## config.mk

```make
export PLATFORM = sky130hd
export DESIGN_NAME = cache_controller
export DESIGN_NICKNAME = d
export VERILOG_FILES = /design/src/rtl/cache_pkg.sv /design/src/rtl/cache_line_merge.sv /design/src/rtl/cache_controller.sv
export SDC_FILE = /design/constraint.sdc
export NUM_CORES = 1
export LEC_CHECK = 0
export ABC_CLOCK_PERIOD_IN_PS = 8750
export CAP_MARGIN = 20
export CORE_AREA = 2 2 264 266
export CTS_BUF_LIST = sky130_fd_sc_hd__clkbuf_2 sky130_fd_sc_hd__clkbuf_4 sky130_fd_sc_hd__clkbuf_8
export CTS_CLUSTER_DIAMETER = 150
export CTS_CLUSTER_SIZE = 14
export DETAILED_ROUTE_END_ITERATION = 10
export DIE_AREA = 0 0 266 268
export PLACE_DENSITY_LB_ADDON = 0.1
export SYNTH_ARGS = -nofsm -noshare
export SYNTH_HDL_FRONTEND = slang
export SYNTH_SLANG_ARGS = --single-unit
```

## constraint.sdc

```tcl
create_clock -name clk -period 8.75 [get_ports clk]
set_input_delay 1.75 -clock clk [delete_from_list [all_inputs] [get_ports clk]]
set_output_delay 1.75 -clock clk [all_outputs]
set_load 0.01 [all_outputs]
```

## src/rtl/cache_pkg.sv

```systemverilog
// Shared geometry defaults, status-bit layout and FSM encoding for the cache controller.
package cache_pkg;

  localparam int unsigned DEFAULT_TAG_LEN    = 13;
  localparam int unsigned DEFAULT_INDEX_LEN  = 10;
  localparam int unsigned DEFAULT_OFFSET_LEN = 4;

  localparam int unsigned STATUS_VALID = 0;
  localparam int unsigned STATUS_DIRTY = 1;
  localparam int unsigned STATUS_W     = 3;

  localparam logic [2:0] StIdle       = 3'd0;
  localparam logic [2:0] StCheck      = 3'd1;
  localparam logic [2:0] StWb         = 3'd2;
  localparam logic [2:0] StRefillReq  = 3'd3;
  localparam logic [2:0] StRefillWait = 3'd4;

  // Status word for a freshly written line; the reserved bit is always written 0.
  function automatic logic [STATUS_W-1:0] status_word(input logic dirty);
    logic [STATUS_W-1:0] s;
    s               = '0;
    s[STATUS_VALID] = 1'b1;
    s[STATUS_DIRTY] = dirty;
    return s;
  endfunction

endpackage

```

## src/rtl/cache_line_merge.sv

```systemverilog
// Replaces one 32-bit word of a cache line; shared by the store-hit and refill paths.
module cache_line_merge #(
  parameter int unsigned OFFSET_LEN = 4,
  localparam int unsigned LINE_W    = 32 * (2 ** (OFFSET_LEN - 2)),
  localparam int unsigned WSEL_W    = OFFSET_LEN - 2
) (
  input  logic [LINE_W-1:0] line_i,
  input  logic [WSEL_W-1:0] word_idx_i,
  input  logic [31:0]       word_i,
  output logic [LINE_W-1:0] line_o
);

  always_comb begin
    line_o                            = line_i;
    line_o[{word_idx_i, 5'b0} +: 32] = word_i;
  end

endmodule

```

## src/rtl/cache_controller.sv

```systemverilog
// Direct-mapped write-back / write-allocate cache controller driving external tag and data RAMs
// with one-cycle registered read latency, plus a line-wide memory port.
module cache_controller
  import cache_pkg::*;
#(
  parameter int unsigned TAG_LEN    = DEFAULT_TAG_LEN,
  parameter int unsigned INDEX_LEN  = DEFAULT_INDEX_LEN,
  parameter int unsigned OFFSET_LEN = DEFAULT_OFFSET_LEN,
  localparam int unsigned ADDR_LEN  = TAG_LEN + INDEX_LEN + OFFSET_LEN,
  localparam int unsigned LINE_W    = 32 * (2 ** (OFFSET_LEN - 2)),
  localparam int unsigned WSEL_W    = OFFSET_LEN - 2
) (
  input  logic                         clk,
  input  logic                         rst,
  // CPU side
  input  logic                         cpu_req_valid,
  input  logic                         cpu_req_we,
  input  logic [ADDR_LEN-1:0]          cpu_req_addr,
  input  logic [31:0]                  cpu_req_wdata,
  output logic                         cpu_req_ready,
  output logic                         cpu_resp_valid,
  output logic [31:0]                  cpu_resp_rdata,
  // Tag / status / data RAMs
  output logic [INDEX_LEN-1:0]         ram_addr,
  output logic                         tag_re,
  output logic                         tag_we,
  output logic [TAG_LEN-1:0]           tag_wdata,
  output logic [STATUS_W-1:0]          status_wdata,
  input  logic [TAG_LEN-1:0]           tag_rdata,
  input  logic [STATUS_W-1:0]          status_rdata,
  output logic                         data_re,
  output logic                         data_we,
  output logic [LINE_W-1:0]            data_wdata,
  input  logic [LINE_W-1:0]            data_rdata,
  // Memory side
  output logic                         mem_req_valid,
  input  logic                         mem_req_ready,
  output logic                         mem_req_we,
  output logic [TAG_LEN+INDEX_LEN-1:0] mem_req_addr,
  output logic [LINE_W-1:0]            mem_req_wdata,
  input  logic                         mem_resp_valid,
  input  logic [LINE_W-1:0]            mem_resp_rdata
);

  logic [2:0]          state_q, state_d;
  logic                req_we_q, req_we_d;
  logic [ADDR_LEN-1:0] req_addr_q, req_addr_d;
  logic [31:0]         req_wdata_q, req_wdata_d;
  logic [LINE_W-1:0]   victim_line_q, victim_line_d;
  logic [TAG_LEN-1:0]  victim_tag_q, victim_tag_d;

  logic [TAG_LEN-1:0]   req_tag;
  logic [INDEX_LEN-1:0] req_index;
  logic [WSEL_W-1:0]    req_word;

  assign req_tag   = req_addr_q[ADDR_LEN-1 -: TAG_LEN];
  assign req_index = req_addr_q[OFFSET_LEN +: INDEX_LEN];
  assign req_word  = req_addr_q[2 +: WSEL_W];

  logic hit, victim_dirty;
  assign hit          = status_rdata[STATUS_VALID] && (tag_rdata == req_tag);
  assign victim_dirty = status_rdata[STATUS_VALID] && status_rdata[STATUS_DIRTY];

  // The merge base is the resident line in CHECK and the incoming refill line in REFILL_WAIT.
  logic [LINE_W-1:0] merge_base, merged_line;
  logic [31:0]       sel_word;

  assign merge_base = (state_q == StRefillWait) ? mem_resp_rdata : data_rdata;
  assign sel_word   = merge_base[{req_word, 5'b0} +: 32];

  cache_line_merge #(
    .OFFSET_LEN (OFFSET_LEN)
  ) u_merge (
    .line_i     (merge_base),
    .word_idx_i (req_word),
    .word_i     (req_wdata_q),
    .line_o     (merged_line)
  );

  // Byte-offset bits and the reserved status bit carry no meaning here.
  logic unused_bits;
  assign unused_bits = ^{cpu_req_addr[1:0], req_addr_q[1:0], status_rdata[STATUS_W-1]};

  always_comb begin
    state_d       = state_q;
    req_we_d      = req_we_q;
    req_addr_d    = req_addr_q;
    req_wdata_d   = req_wdata_q;
    victim_line_d = victim_line_q;
    victim_tag_d  = victim_tag_q;

    cpu_req_ready  = 1'b0;
    cpu_resp_valid = 1'b0;
    cpu_resp_rdata = '0;
    ram_addr       = req_index;
    tag_re         = 1'b0;
    tag_we         = 1'b0;
    tag_wdata      = '0;
    status_wdata   = '0;
    data_re        = 1'b0;
    data_we        = 1'b0;
    data_wdata     = '0;
    mem_req_valid  = 1'b0;
    mem_req_we     = 1'b0;
    mem_req_addr   = '0;
    mem_req_wdata  = '0;

    unique case (state_q)
      StIdle: begin
        cpu_req_ready = 1'b1;
        ram_addr      = '0;
        if (cpu_req_valid) begin
          req_we_d    = cpu_req_we;
          req_addr_d  = cpu_req_addr;
          req_wdata_d = cpu_req_wdata;
          ram_addr    = cpu_req_addr[OFFSET_LEN +: INDEX_LEN];
          tag_re      = 1'b1;
          data_re     = 1'b1;
          state_d     = StCheck;
        end
      end

      StCheck: begin
        if (hit) begin
          cpu_resp_valid = 1'b1;
          state_d        = StIdle;
          if (req_we_q) begin
            data_we      = 1'b1;
            tag_we       = 1'b1;
            data_wdata   = merged_line;
            tag_wdata    = req_tag;
            status_wdata = status_word(1'b1);
          end else begin
            cpu_resp_rdata = sel_word;
          end
        end else if (victim_dirty) begin
          victim_line_d = data_rdata;
          victim_tag_d  = tag_rdata;
          state_d       = StWb;
        end else begin
          state_d = StRefillReq;
        end
      end

      StWb: begin
        mem_req_valid = 1'b1;
        mem_req_we    = 1'b1;
        mem_req_addr  = {victim_tag_q, req_index};
        mem_req_wdata = victim_line_q;
        if (mem_req_ready) begin
          state_d = StRefillReq;
        end
      end

      StRefillReq: begin
        mem_req_valid = 1'b1;
        mem_req_addr  = {req_tag, req_index};
        if (mem_req_ready) begin
          state_d = StRefillWait;
        end
      end

      StRefillWait: begin
        if (mem_resp_valid) begin
          data_we        = 1'b1;
          tag_we         = 1'b1;
          data_wdata     = req_we_q ? merged_line : mem_resp_rdata;
          tag_wdata      = req_tag;
          status_wdata   = status_word(req_we_q);
          cpu_resp_valid = 1'b1;
          if (!req_we_q) begin
            cpu_resp_rdata = sel_word;
          end
          state_d = StIdle;
        end
      end

      default: state_d = StIdle;
    endcase
  end

  always_ff @(posedge clk) begin
    if (rst) begin
      state_q       <= StIdle;
      req_we_q      <= 1'b0;
      req_addr_q    <= '0;
      req_wdata_q   <= '0;
      victim_line_q <= '0;
      victim_tag_q  <= '0;
    end else begin
      state_q       <= state_d;
      req_we_q      <= req_we_d;
      req_addr_q    <= req_addr_d;
      req_wdata_q   <= req_wdata_d;
      victim_line_q <= victim_line_d;
      victim_tag_q  <= victim_tag_d;
    end
  end

endmodule

```

==> key figures, run 1 <==
Outcome
  – Status: complete, no violations

Global routing
  – Met3 usage: 0.0679
  – Vias in the first global route: 16500
  – First-pass GRT wire length: 124000 µm
  – Met1 usage: 0.311
  – M2 GR Usage: 0.377
  – Initial antenna violation count: 30
  – Largest net degree at the start of global routing: 166
  – GRT Total Usage: 0.237
  – GR peak layer: met2
  – Total grt overflow: 0

Clock tree
  – Reg clk slew, reported paths: around 0.10 ns
  – Hold_buf cts: 0
  – Worst-skew pair later-pin latency: 0.60 ns
  – CTS Sinks: roughly 200
  – CTS root buf: clkbuf_8
  – CTS tree: done
  – Clock Path Buffers: 3
  – Inserted Clock Buffers: 18
  – CTS resizes: 0
  – Post-CTS Setup Inserts: 0
  – CTS H-tree lvls: 1

Floorplanning
  – Initial core utilization: 0.235
  – DIE AREA: between 70000 and 80000 µm²
  – Core footprint: 68200 µm²
  – DIE WIDTH: roughly 270 µm
  – Io pins: roughly 680
  – # rows: 96
  – Die Ht: about 270 µm

Timing
  – Max-slew violations: 0
  – RSZ-0062 raised after global routing: no
  – Clk_skew: 0.0367 ns
  – Max-slew headroom: 0.250
  – Period minus WS final: 6.82 ns
  – Final hold viol count: 0
  – Worst-margin pin slew: approximately 1.1 ns
  – Part of the cycle the worst path needs: 0.779
  – Setup violations, final: 0
  – Final setup TNS: 0 ns
  – Top achievable clock speed: 0.147 GHz

Layout
  – Layout Cells excl Fill: 3482
  – Nets@finish: 2919
  – Syn-to-layout area delta: 47.8%
  – Share of layout cells above drive strength 1: 0.0516
  – Final instance area: between 20000 and 25000 µm²

Placement
  – Placed cells: between 3000 and 4000
  – Placed Instance Area: 23300 µm²
  – PortBufs: between 600 and 700
  – Final HPWL DP: ~66000 µm
  – GPL Wtd Cong: between 0.9 and 1

Route
  – Vias per cell: 4.86
  – Iteration-0 DRC Markers: about 1300
  – Detailed Routing Iterations Pass 1: 5
  – # DRC: 0
  – DR vias: about 17000
  – WL final: approximately 89000 µm
  – Routed WL per cell: 25.6 µm
  – Detail Route Antenna Nets: 0

Synthesis
  – Yosys reg bits: 202
  – Most common cell in the synthesized netlist: nand2_1
  – Post-Syn Nets: 2400
  – Leading area contributor after synthesis: dfxtp_1
  – Synth area leaders: dfxtp_1 25%, mux2i_1 18%, nand2b_1 11%, nand2_1 8.1%, nand3b_1 6.0%
  – EDFF count, synth: 0
  – Synth top cells by count: 344 x nand2_1, 285 x nand2b_1, 282 x mux2i_1
  – Warnings, synthesis: 0
  – Seq/Total Area, Yosys: 0.253
  – Synth cell types: 39
  – Async set-reset flop share out of synthesis: 0
  – Syn Std Cell Area: around 16000 µm²
  – Cells after Synth: between 2000 and 2500
  – Main synth FF type: dfxtp_1
  – Top cell type's share of synthesized area: 0.253
  – Avg Synthesized Cell Area: between 7 and 8 µm²

Min path
  – Hold Path Class: flop to flop
  – HP Start: req_addr_q[6]

Job
  – Max-Cap Viols: 0

Worst setup path
  – Nature of the critical path endpoint: output pin
  – WP data arrival: 5.07 ns
  – Crit path from: tag_rdata[10]
  – RR Startpoint: state_q[0]
  – Critical path startpoint category: input pin
  – Worst Path Max Fanout: ~160
  – Worst setup path class: input pin to output pin
  – CP required: ~7 ns

Power and ir drop
  – P per Cell Area: 105 nW/µm²
  – Peak supply drop: ~0.000084 V
  – P_leak: 7.01 nW
state kept, by name, indices dropped and copies added (netlist names):
| name | flops |
|---|---|
| req_addr_q | 25 |
| state_q | 3 |
| req_we_q | 1 |
| victim_line_q | 128 |
| victim_tag_q | 13 |
| req_wdata_q | 32 |
path summary, 6_finish.rpt:
| kind | endpoint | slack, ns | cells after the start |
|---|---|---|---|
| hold / removal | req_addr_q[6] | 0.46 | 2 |
| setup / recovery | cpu_resp_rdata[31] | 1.93 | 8 |
| setup reg to reg | req_addr_q[2] | 5.88 | 7 |
| hold reg to reg | req_addr_q[6] | 0.46 | 2 |
kinds of logic (layout without fill, tap and decap cells):
kind of cell    after synthesis  in the layout  synth area share
flops                       202            202             0.253
buf+inv                     218            739            0.0603
fa+ha+maj                     5              5           0.00391
compound gates              331            331             0.112
mux                         315            315             0.222
other cells                   1             22          0.000234
xor+xnor                     13             13           0.00711
simple gates                973            973             0.342
per-stage QoR:
step | total power, mW | setup slack (ns) | hold WS (ns) | util
after global placement | 1.91 | 1.93 | 0.445 | 0.342
after detailed placement | 1.91 | 1.98 | 0.451 | 0.342
after CTS | 2.55 | 1.98 | 0.466 | 0.346
after global routing | 2.64 | 1.83 | 0.480 | 0.347
after floorplan | 1.48 | 3.78 | 0.436 | -
final | 2.49 | 1.93 | 0.462 | 0.347
layout by cell type, fill, tap and decap left out, types with 3 or more instances in the layout:
cell / netlist / routed
and2_1: 129 / 128
inv_2: 5 / 5
nand2b_1: 285 / 285
clkdlybuf4s50_1: 0 / 676
nand3b_1: 128 / 128
nor3_2: 32 / 34
nor2_1: 26 / 25
nor3b_2: 1 / 3
o21ai_0: 74 / 74
a21oi_1: 188 / 187
buf_12: 0 / 6
dfxtp_1: 202 / 201
ha_2: 0 / 3
xnor2_1: 13 / 13
o21ai_1: 32 / 32
o2bb2ai_1: 31 / 31
mux4_2: 32 / 32
nor2b_1: 14 / 14
diode_2: 0 / 21
clkbuf_8: 0 / 21
buf_4: 4 / 17
nand4_1: 3 / 3
mux2i_1: 282 / 282
inv_1: 12 / 12
nand2_1: 344 / 343
critical path, stage by stage:
cell	delay (ns)
clkdlybuf4s50_1	0.45
xnor2_1	0.34
nand4_1	0.18
nor4_2	0.58
a21oi_4	0.13
buf_12	0.32
nor3_2	0.49
clkdlybuf4s50_1	0.65
area by class of cell:
type | instances | area [µm²]
antenna | 21 | 52.6
clock buffer | 21 | 283
clock inverter | 1 | 8.76
fill | 7158 | 44600
inverter | 17 | 63.8
multi-input combinational | 1638 | 11100
sequential | 202 | 4050
tap | 882 | 1100
timing repair buffer | 700 | 7030
routing by layer:
| layer | vias up | part of all wire | routed length [µm] |
|---|---|---|---|
| li1 | 8001 | - | - |
| met1 | 8195 | 0.44 | 39100 |
| met2 | 616 | 0.45 | 40400 |
| met3 | 98 | 0.081 | 7180 |
| met4 | 18 | 0.025 | 2220 |
| met5 | - | 0.0012 | 106 |
where the power goes:
| group | internal, mW | total [mW] | switching [mW] |
|---|---|---|---|
| sequential | 0.974 | 1.05 | 0.0729 |
| combinational | 0.386 | 0.841 | 0.455 |
| clock | 0.212 | 0.602 | 0.391 |
(Power assumes the default switching activity.)
==> run 2, diff against run 1 <==
Settings changed: ABC_CLOCK_PERIOD_IN_PS 8750 to 6200, CORE_AREA 2 2 264 266 to 2 2 265 267, DIE_AREA 0 0 266 268 to 0 0 267 269.
Clock period 8.75 ns to 6.2 ns, I/O delays scaled along.
==> key figures, run 2 (synthesized netlist as in run 1, its figures left out) <==
Outcome
  – Status: complete, no violations (unchanged)

Clock tree
  – CTS root buf: clkbuf_8 (unchanged)
  – Clock Path Buffers: 3 (unchanged)
  – CTS Sinks: 202 (unchanged)
  – Reg clk slew, reported paths: 0.09 ns (was 0.10 ns)
  – Worst-skew pair later-pin latency: 0.62 ns (was 0.60 ns)
  – CTS tree: done (unchanged)
  – CTS H-tree lvls: 1 (unchanged)
  – Hold_buf cts: 0 (unchanged)
  – Inserted Clock Buffers: 18 (unchanged)
  – Post-CTS Setup Inserts: 0 (unchanged)
  – CTS resizes: 0 (unchanged)

Worst setup path
  – CP top delay family: buffers and inverters (unchanged)
  – Nature of the critical path endpoint: output pin (unchanged)
  – Worst setup path class: input pin to output pin (unchanged)
  – Critical path startpoint category: input pin (unchanged)
  – Cell Chain, Critical Path: clkdlybuf4s50_1, xnor2_1, nand4_1, nor4_2, buf_4, a21oi_4, buf_12, buf_4, a21oi_1, clkdlybuf4s50_1 (was clkdlybuf4s50_1, xnor2_1, nand4_1, nor4_2, a21oi_4, buf_12, nor3_2, clkdlybuf4s50_1)
  – Worst stage delay on the critical path: 0.57 ns (was 0.65 ns)
  – Worst Path Max Fanout: 68 (was 161)
  – CP Buf/Inv Count: 5 (was 3)
  – WP data arrival: 4.16 ns (was 5.07 ns)
  – CP required: 4.96 ns (was 7.00 ns)
  – Critical path's slowest cell: clkdlybuf4s50_1 (unchanged)

Placement
  – GPL Wtd Cong: 0.906 (was 0.933)
  – PortBufs: 677 (unchanged)
  – Final HPWL DP: 67000 µm (was 65600 µm)
  – Placed Instance Area: 23600 µm² (was 23300 µm²)

Layout
  – Most frequent cells in the layout: 676 x clkdlybuf4s50_1, 343 x nand2_1, 285 x nand2b_1, 282 x mux2i_1, 201 x dfxtp_1 (unchanged)
  – Syn-to-layout area delta: 49.2% (was 47.8%)
  – Largest reg by FF count: victim_line_q (unchanged)
  – Share of layout cells above drive strength 1: 0.0563 (was 0.0516)
  – Final instance area: 23900 µm² (was 23700 µm²)
  – Nets@finish: 2932 (was 2919)
  – Biggest regs: victim_line_q (128), req_wdata_q (32), req_addr_q (25) (unchanged)
  – Max reg flops: 128 (unchanged)
  – # fillers: 7305 (was 7158)
  – Commonest non-fill, non-tap cell in the layout: clkdlybuf4s50_1 (unchanged)

Global routing
  – Largest net degree at the start of global routing: 150 (was 166)
  – Vias in the first global route: 16400 (was 16500)
  – GRT Total Usage: 0.238 (was 0.237)
  – Initial antenna violation count: 29 (was 30)
  – First-pass GRT wire length: 124000 µm (about the same)
  – Total grt overflow: 0 (unchanged)

Timing
  – Worst-margin pin slew: 1.04 ns (was 1.12 ns)
  – Final hold viol count: 0 (unchanged)
  – Clk_skew: 0.0544 ns (was 0.0367 ns)
  – Part of the cycle the worst path needs: 0.871
  – Final setup TNS: 0 ns (unchanged)
  – Period minus WS final: roughly 5.4 ns
  – Top achievable clock speed: 0.185 GHz
  – Max-slew violations: 0 (unchanged)
  – RSZ-0062 raised after global routing: no (unchanged)
  – Max-slew headroom: 0.302 (was 0.250)
  – Setup violations, final: 0 (unchanged)

Power and ir drop
  – Clk pwr share: 0.237 (was 0.242)
  – Sw Share: 0.374 (was 0.369)
  – P per Cell Area: 147 nW/µm² (was 105 nW/µm²)
  – Sequential Power Share: 0.419 (was 0.420)
  – P_leak: 7.09 nW (was 7.01 nW)
  – Internal power: 2.20 mW (was 1.57 mW)
  – Comb power frac: 0.343 (was 0.338)
  – Peak supply drop: 0.000130 V (was 0.0000845 V)
  – Switching power: 1.32 mW (was 919 µW)

Floorplanning
  – Core footprint: 69300 µm² (was 68200 µm²)
  – Die Ht: 269 µm (was 268 µm)
  – # rows: 97 (was 96)
  – DIE AREA: 71800 µm² (was 71300 µm²)
  – DIE WIDTH: 267 µm (was 266 µm)
  – Io pins: 682 (unchanged)
  – Initial core utilization: 0.231 (was 0.235)

Route
  – Detail Route Antenna Nets: 0 (unchanged)
  – DR vias: 17100 (was 16900)
  – # DRC: 0 (unchanged)
  – Detailed Routing Iterations Pass 1: 5 (unchanged)
  – Vias per cell: 4.80 (was 4.86)
  – Routed WL per cell: 25.4 µm (was 25.6 µm)
  – Iteration-0 DRC Markers: 1198 (was 1256)
  – WL final: 90300 µm (was 89100 µm)

Min path
  – Hold Path Class: flop to flop (unchanged)

Job
  – Max-Cap Viols: 0 (unchanged)
==> run 2: layout make-up <==
cell class,instances,area [µm²],share of cell area
Multi-Input combinational cell,1638,11100,0.464
Tap cell,940,1180,0.0492
Antenna cell,20,50.0,0.00210
Clock inverter,2,17.5,0.000733
Inverter,17,63.8,0.00267
Clock buffer,19,255,0.0107
Sequential cell,202,4050,0.169
Timing Repair Buffer,713,7190,0.301
==> run 2: routing by layer <==
metal | vias up | GRT usage | wire [µm]
met3 | 88 | 0.0646 | 7780
met1 | 8252 | 0.321 | 39900
met5 | - | 0 | 118
li1 | 8025 | - | -
met2 | 667 | 0.378 | 40800
met4 | 18 | 0.0531 | 1660
==> run 2: power groups by stage <==
stage	Clock, mW	Sequential [mW]	Combinational [mW]
final	0.834	1.48	1.21
after detailed placement	0	1.50	1.22
after global placement	0	1.50	1.21
after CTS	0.899	1.47	1.22
after global routing	0.923	1.49	1.30
after floorplan	0	1.45	0.644
==> run 2: final timing paths <==
kind / startpoint / to / slack (ns) / cells after the start
worst max register to register: state_q[0] / req_addr_q[2] / 3.19 / 7
worst min register to register: req_addr_q[7] / req_addr_q[7] / 0.46 / 2
worst min-delay path: req_addr_q[7] / req_addr_q[7] / 0.46 / 2
worst max-delay path: tag_rdata[10] / data_wdata[81] / 0.80 / 10
==> run 2: worst register-to-register path: stages (launching register included) <==
cell	delay, ns
dfxtp_1	0.32
buf_4	0.25
nor3_2	0.87
nand2_2	0.12
inv_2	0.45
buf_4	0.54
nand2_1	0.22
a21oi_1	0.15
==> run 2: per-stage QoR <==
| step | hold WS, ns | util | setup slack [ns] | instances | power [mW] |
|---|---|---|---|---|---|
| floorplan | 0.436 | - | 2.25 | 2058 | 2.09 |
| global placement | 0.445 | 0.340 | 0.810 | 3510 | 2.71 |
| detailed placement | 0.451 | 0.340 | 0.805 | 3510 | 2.72 |
| CTS | 0.465 | 0.344 | 0.805 | 3531 | 3.59 |
| global route | 0.492 | 0.344 | 0.662 | 3543 | 3.71 |
| finish | 0.461 | 0.345 | 0.799 | 3551 | 3.52 |
